==> config.mk <==
export PLATFORM = sky130hd
export DESIGN_NAME = hazard_unit_sb
export DESIGN_NICKNAME = d
export VERILOG_FILES = /design/src/rtl/hazard_unit_sb.sv
export SDC_FILE = /design/constraint.sdc
export NUM_CORES = 1
export LEC_CHECK = 0
export CAP_MARGIN = 5
export CORE_ASPECT_RATIO = 0.5
export CORE_MARGIN = 2
export CORE_UTILIZATION = 35
export DETAILED_ROUTE_END_ITERATION = 8
export DONT_BUFFER_PORTS = 1
export GPL_TIMING_DRIVEN = 1
export PLACE_DENSITY_LB_ADDON = 0.2
export SLEW_MARGIN = 5
export SYNTH_ARGS = -nofsm -noshare
export SYNTH_HDL_FRONTEND = slang
export SYNTH_SLANG_ARGS = --single-unit
==> constraint.sdc <==
create_clock -name clk -period 3.29 [get_ports clk]
set_clock_uncertainty 0.2 [all_clocks]
set_input_delay 0 -clock clk [delete_from_list [all_inputs] [get_ports clk]]
set_output_delay 0 -clock clk [all_outputs]
set_load 0.01 [all_outputs]
==> src/rtl/hazard_unit_sb.sv <==
// hazard_unit_sb
// Pipeline hazard unit for the 5-stage RISC-V core, with a register scoreboard
// for one non-pipelined long-latency unit (mul/div).
//
// The long unit writes back through its own register-file port. It never
// passes through M/W.
//
// Ports:
//   clk, resetn                     clock (rising edge) and async active-low reset
//   Rs1D, Rs2D, RdD, LongOpD        Decode-stage register fields and long-op flag
//   ResultSrcE, PCSrcE              Execute result select (bit 0 = load) and taken branch/jump
//   Rs1E, Rs2E, RdE, LongOpE        Execute-stage register fields and valid long op
//   RegWriteM, RdM                  Memory-stage write enable and destination
//   RegWriteW, RdW                  Writeback-stage write enable and destination
//   StallF, StallD                  hold PC and IF/ID
//   FlushD, FlushE                  clear IF/ID and ID/EX
//   ForwardAE, ForwardBE            Execute operand select: 00 RF, 01 W, 10 M, 11 long unit
//   ForwardRD1, ForwardRD2          bypass the W result into Decode operands
//   LongBusy, LongDone, LongRd      long-unit occupancy, completion pulse, in-flight destination
module hazard_unit_sb #(
    parameter int REG_ADDR_W = 5,
    parameter int LONG_LAT   = 4,
    parameter int CNT_W      = 4
) (
    input  logic                  clk,
    input  logic                  resetn,
    input  logic [REG_ADDR_W-1:0] Rs1D,
    input  logic [REG_ADDR_W-1:0] Rs2D,
    input  logic [REG_ADDR_W-1:0] RdD,
    input  logic                  LongOpD,
    input  logic [1:0]            ResultSrcE,
    input  logic                  PCSrcE,
    input  logic [REG_ADDR_W-1:0] Rs1E,
    input  logic [REG_ADDR_W-1:0] Rs2E,
    input  logic [REG_ADDR_W-1:0] RdE,
    input  logic                  LongOpE,
    input  logic                  RegWriteM,
    input  logic [REG_ADDR_W-1:0] RdM,
    input  logic                  RegWriteW,
    input  logic [REG_ADDR_W-1:0] RdW,
    output logic                  StallF,
    output logic                  StallD,
    output logic                  FlushD,
    output logic                  FlushE,
    output logic [1:0]            ForwardAE,
    output logic [1:0]            ForwardBE,
    output logic                  ForwardRD1,
    output logic                  ForwardRD2,
    output logic                  LongBusy,
    output logic                  LongDone,
    output logic [REG_ADDR_W-1:0] LongRd
);

    localparam int NumRegs = 2 ** REG_ADDR_W;

    logic [NumRegs-1:0]    pendReg;
    logic [NumRegs-1:0]    pendNext;
    // Pending bits as seen by Decode: an entry retiring this cycle no longer blocks.
    logic [NumRegs-1:0]    pendEff;
    logic [CNT_W-1:0]      cntReg;
    logic [REG_ADDR_W-1:0] longRdReg;
    logic                  issue;
    logic                  lwStall;
    logic                  sbStall;
    logic                  structStall;
    logic                  stall;
    logic                  unusedResultSrc;

    // Only bit 0 of ResultSrcE (load) matters to hazard detection.
    assign unusedResultSrc = ResultSrcE[1];

    // A long op squashed by a taken branch, or one targeting x0, never occupies the scoreboard.
    assign issue    = LongOpE & ~PCSrcE & (RdE != '0);
    assign LongDone = (cntReg == CNT_W'(1));
    // LongOpE is included so a long op in Decode sees the unit busy in the issue cycle.
    assign LongBusy = (cntReg != '0) | LongOpE;
    assign LongRd   = longRdReg;

    genvar gi;
    generate
        for (gi = 0; gi < NumRegs; gi++) begin : g_pendEff
            assign pendEff[gi] = pendReg[gi] & ~(LongDone & (longRdReg == REG_ADDR_W'(gi)));
        end
    endgenerate

    always_comb begin
        pendNext = pendReg;
        if (LongDone) begin
            pendNext[longRdReg] = 1'b0;
        end
        // The set is applied after the clear, so a same-cycle issue keeps its bit.
        if (issue) begin
            pendNext[RdE] = 1'b1;
        end
        pendNext[0] = 1'b0;
    end

    always_ff @(posedge clk or negedge resetn) begin
        if (!resetn) begin
            pendReg   <= '0;
            cntReg    <= '0;
            longRdReg <= '0;
        end else begin
            pendReg <= pendNext;
            if (issue) begin
                cntReg    <= CNT_W'(LONG_LAT);
                longRdReg <= RdE;
            end else if (cntReg != '0) begin
                cntReg <= cntReg - CNT_W'(1);
            end
        end
    end

    // The pend[RdD] term blocks WAW against the in-flight long op.
    assign lwStall     = ResultSrcE[0] & (RdE != '0) & ((Rs1D == RdE) | (Rs2D == RdE));
    assign sbStall     = pendEff[Rs1D] | pendEff[Rs2D] | pendEff[RdD];
    assign structStall = LongOpD & LongBusy & ~LongDone;
    assign stall       = lwStall | sbStall | structStall;

    assign StallF = stall;
    assign StallD = stall;
    assign FlushD = PCSrcE;
    assign FlushE = stall | PCSrcE;

    // Execute forwarding priority: M (youngest) first, then the long-unit result, then W.
    logic [REG_ADDR_W-1:0] rsE  [2];
    logic [1:0]            fwdE [2];
    assign rsE[0] = Rs1E;
    assign rsE[1] = Rs2E;

    generate
        for (gi = 0; gi < 2; gi++) begin : g_fwdE
            assign fwdE[gi] = (rsE[gi] == '0)                         ? 2'b00 :
                              (RegWriteM && (RdM == rsE[gi]))         ? 2'b10 :
                              (LongDone && (longRdReg == rsE[gi]))    ? 2'b11 :
                              (RegWriteW && (RdW == rsE[gi]))         ? 2'b01 :
                                                                        2'b00;
        end
    endgenerate

    assign ForwardAE = fwdE[0];
    assign ForwardBE = fwdE[1];

    assign ForwardRD1 = RegWriteW & (RdW == Rs1D) & (RdW != '0);
    assign ForwardRD2 = RegWriteW & (RdW == Rs2D) & (RdW != '0);

endmodule

Word level (Yosys, flattened, before mapping)
Cells that the tools add are included.
Word-level totals
  input bits: 49
  logic and storage cells: 204
  register bits after elaboration: 40
Cells by class
  bitwise gates (word level): 115
  $lt $le $gt $ge: 7
  multiplexer cells: 22
  reduce and logical (&&, ||, !) cells: 14
  equality and inequality tests: 42
  add/sub/neg operators: 1
Operators with widths (number)
  5-bit == test, second input constant: 16
  1-bit bitwise AND: 72
  32-bit two-way mux: 2
  5-bit == test: 10
  5-bit by 4-bit == test with 1-bit output, second input constant: 8
  1-bit inverter: 33
  32-bit bitwise AND: 1
  32-bit inverter: 1
  32-bit OR: 1
  5-bit by 6-bit < comparator with 1-bit output, second input constant: 5
  5-bit by 3-bit == test with 1-bit output, second input constant: 4
  1-bit binary-select mux with 5-bit select: 3
  2-bit two-way mux: 6
  1-bit demux with 5-bit select: 2
  5-bit by 2-bit == test with 1-bit output, second input constant: 2
  5-bit by 1-bit greater-or-equal comparator with 1-bit output, second input constant: 2
  5-bit logical NOT: 2
  5-bit nonzero test: 2
  1-bit logical AND: 8
  4-bit two-way mux: 2
  1-bit two-way mux: 7
  1-bit OR: 7
  5-bit by 1-bit == test with 1-bit output, second input constant: 1
  4-bit by 1-bit == test with 1-bit output, second input constant: 1
  other kinds (3): 3

Logic depth before layout (Yosys ltp)
  word-level depth: 11
  depth in mapped cells: 13

Worst setup path before layout
Ideal clock, no wire load.
  path kind: reg-to-output
  from: reg cntReg[1]
  to: out StallF
  setup slack: 105 ps
  stages on the path, launching flop included: 12
  arrival: 2985 ps
  cell sequence: dfrtp_1 > inv_1 > ha_1 > or4b_1 > buf_2 > o311ai_1 > a21oi_1 > or4_1 > a32o_1 > a2111oi_1 > nand2_1 > buf_4
On the way
  longest elaborated chain between the ends: 10
  elaborated cells between the ends (all ways): 109
  classes of those cells: 1 x eq/ne; 6 x mux; 101 x bitwise; 1 x reduce/logical
Ends and longest elaborated chain
  start: declaration: RTL line 60  | logic [CNT_W-1:0] cntReg;
  start signal: assignment: RTL line 106  | cntReg <= CNT_W'(LONG_LAT);
  start signal: assignment: RTL line 109  | cntReg <= cntReg - CNT_W'(1);
  4-bit by 1-bit == test with 1-bit output: RTL line 74  | assign LongDone = (cntReg == CNT_W'(1));
  1-bit bitwise AND: RTL line 82  | assign pendEff[gi] = pendReg[gi] & ~(LongDone & (longRdReg == REG_ADDR_W'(gi)));
  1-bit inverter: RTL line 82
  1-bit bitwise AND: RTL line 82
  1-bit binary-select mux with 5-bit select: RTL line 116  | assign sbStall = pendEff[Rs1D] | pendEff[Rs2D] | pendEff[RdD];
  1-bit two-way mux (implied by the code): RTL line 116
  1-bit OR (2 in a row): RTL line 116
  1-bit OR: RTL line 118  | assign stall = lwStall | sbStall | structStall;
  1-bit OR *: RTL line 118
  end: declaration: RTL line 41  | output logic StallF,
Every way passes the cells marked *; elsewhere a longest branch is shown, timed or not. The select of a mux whose other input is x is not followed.

Worst setup path after layout
  from: reg cntReg[1]
  to: out StallD
On the way
  longest elaborated chain between the ends: 10
  elaborated cells between the ends (all ways): 109
  classes of those cells: 1 x eq/ne; 6 x mux; 101 x bitwise; 1 x reduce/logical
Ends and longest elaborated chain
  4-bit by 1-bit == test with 1-bit output: RTL line 74
  1-bit bitwise AND: RTL line 82
  1-bit inverter: RTL line 82
  1-bit bitwise AND: RTL line 82
  1-bit binary-select mux with 5-bit select: RTL line 116
  1-bit two-way mux (implied by the code): RTL line 116
  1-bit OR (2 in a row): RTL line 116
  1-bit OR: RTL line 118
  1-bit OR *: RTL line 118
  end: declaration: RTL line 42  | output logic StallD,
Marks and branches as above.

==> summary.txt <==
Outcome
  – Status: finished, violations left
  – Failing checks: negative setup slack

Placed design
  – RePlAce Congestion: 0.9134
  – Port Buf Inserts: 0
  – Hpwl dp: 10150 microns

Global route
  – First-pass GRT wire length: 22760 microns
  – Total gr overflow: 0
  – Initial antenna violation count: 0
  – GRT Util Overall: 25.70%
  – Pin count of the biggest net entering global routing: 41
  – Vias in the first global route: 3917

Route
  – First-pass DRT Iterations: 5
  – Antenna Nets Post-Route: 0
  – WL final: 14880 microns
  – Routed len/inst: 23.50 microns
  – Vias after detailed routing: 3979
  – Iter 0 DRT Violations: 443
  – Post-DR vias/cell: 6.286
  – DRC viols: 0

Hold path
  – Hold/Removal Path Class: in -> out

Yosys
  – Async SR Flop Fraction: 100.0%
  – Unique masters post-synth: 60
  – Cells after synthesis: 459
  – Yosys Warn Count: 0
  – Share of the yosys chip area belonging to registers: 26.70%
  – Post-synth EDFFs: 0
  – Count leader, synth: o21ai_0
  – Main synth FF type: dfrtp_1
  – Largest area contributor in the netlist: dfrtp_1
  – Synth top area share: 26.70%
  – Synth top area cells: dfrtp_1 (27%), xnor2_1 (7.0%), xor2_1 (6.1%), o21ai_0 (6.0%), o31ai_1 (4.6%)
  – Flops & latches, synth: 40
  – Most frequent cells after synthesis: o21ai_0 (45), dfrtp_1 (40), clkbuf_1 (37), xnor2_1 (30), xor2_1 (26)
  – Cell area after synthesis: 3749 sq um
  – Syn Area/Cell: 8.167 sq um
  – Syn nets: 511

Cells and area
  – Final design utilization: 45.28%
  – Area growth from synthesis to final layout: 24.57%
  – Layout cell share with drive strength beyond 1: 19.47%
  – Nets: 544
  – Diode count: 0

STA
  – Worst slew margin: 51.98%
  – Fin Setup TNS: -721.0 ps
  – F_max: 0.2821 GHz
  – Worst slew pin tran: 718.7 ps
  – Fin crit period: 3544 ps
  – Pins Over Slew Limit: 0
  – Unrepaired setup endpoints after global routing: true
  – Period utilization: 107.7%
  – Hold_ws: 5.369 ps
  – Setup WS post-layout: -254.5 ps
  – # setup viols final: 3
  – Final hold vios: 0

Critical path
  – R2R Path End: cntReg[1]
  – End of the critical path: StallD
  – Endpoint class of the critical path: output pin
  – Critical path arrival: 3340 ps
  – Crit start category: flop
  – R2R cell count: 14
  – R2R setup slack: 850 ps
  – Critical path class: reg -> out
  – Worst-path fanout max: 11
  – WP data required: 3090 ps
  – RR Startpoint: cntReg[1]
  – Worst Setup SP: cntReg[1]

Power and ir drop
  – Total power: 0.002641 W
  – Pwr/cell area: 565.5 nW/um^2
  – VDD IR max: 0.1917 mV
  – Static Leakage: 1.654 nW

Clocking
  – Clk_lat worst skew: 290 ps
  – Clock buffer count from CTS: 5
  – Depth of the CTS H-tree: 2
  – CTS sink cnt: 40
  – Root Buffer: clkbuf_16
  – CTS tree: done
  – Clk pin slew, worst setup/hold paths: 60 ps
  – Clk buf depth: 2

Die
  – Chip Height: 77.18 microns
  – Core area: 10310 sq um
  – Die footprint: 11600 sq um
  – Die Wd: 150.4 microns
  – Boundary Pins: 66
  – Rows: 26
  – Starting Density: 36.35%

Run
  – Max-cap violations: 0
per-layer routing:
| layer | wire (microns) | track usage (%) |
|---|---|---|
| met4 | 234 | 6.132 |
| met5 | 0 | 0 |
| met2 | 6560 | 39.73 |
| met3 | 1734 | 7.321 |
| met1 | 6345 | 35.32 |
registers in the layout, summed over array words and instances (netlist names):
| register | count |
|---|---|
| cntReg | 4 |
| LongRd | 5 |
| pendReg | 31 |
final cells by class:
type / count / area [sq um]
fillers: 1013 / 5643
multi-input cells: 357 / 2614
flip-flops and latches: 40 / 1001
repair buffers: 73 / 655.6
well taps: 140 / 175.2
clock buffers: 5 / 125.1
inverters: 15 / 56.30
clock inverters: 3 / 42.54
metrics by stage:
step | setup WS (ps) | instances | area, sq um
final | -254.5 | 633 | 4669
after global routing | -356.4 | 633 | 4669
after CTS | -191.3 | 633 | 4642
after detailed placement | -94.17 | 592 | 4048
after global placement | -112.9 | 592 | 4048
after floorplan | 105.1 | 459 | 3749
critical path, cell delays in order (launching register included):
cell	delay (ps)
dfrtp_1	390
inv_2	90
ha_4	130
buf_4	100
nand4bb_1	100
buf_4	200
o31ai_1	360
mux2i_1	160
a2111oi_0	500
o32ai_1	260
a2111oi_4	420
buf_4	170
nand2_2	50
buf_6	120
cells in the final DEF, fill, tap and decap left out, drive strengths merged, types with 3 or more instances in the layout:
cell type    instances
a2111oi              4
a211oi               7
a21oi               11
a31oi                4
buf                 53
clkbuf               5
dfrtp               40
dlygate4sd3         20
ha                   3
inv                 14
mux2                 9
mux2i               12
nand2               22
nand2b               5
nand3               17
nand3b               7
nand4                4
nor2                22
nor2b                7
nor3                13
nor4                10
o211ai               5
o21ai               45
o22ai                7
o311a                3
o311ai              17
o31ai               24
or2                  4
or3                  5
or4                  4
xnor2               30
xor2                26
cell families (layout without fill, tap and decap cells):
family          Yosys count  count (layout)  synth area share [%]
buf+inv                  62              96                 6.875
flops                    40              40                 26.70
mux                      23              23                 7.110
fa+ha+maj                 3               3                 1.001
simple gates            133             133                 19.29
xor+xnor                 56              56                 13.08
compound gates          142             142                 25.94
worst min path at each step:
stage	startpoint	endpoint	slack (ps)	cells after the start
floorplan	resetn	LongRd[0]	-500	0
global placement	resetn	pendReg[19]	-490	0
detailed placement	resetn	pendReg[20]	-490	0
CTS	Rs1D[3]	ForwardRD1	1	2
global route	Rs2D[0]	ForwardRD2	20	2
finish	Rs1D[3]	ForwardRD1	5	2
power breakdown:
group,switching (W),internal (W),total (W)
combinational,0.000632,0.000623,0.00125
clock,0.000222,0.000357,0.000579
sequential,0.000149,0.000658,0.000807
total,0.00100,0.00164,0.00264
timing repair:
item	4_1_cts	5_1_grt
setup endpoints to repair	3	3
pin swaps	4	6
hold buffers	22	0
setup buffers	11	1
hold endpoints to repair	85	0
resized for setup	22	8
gates cloned	0	0
(Power assumes the default switching activity.)
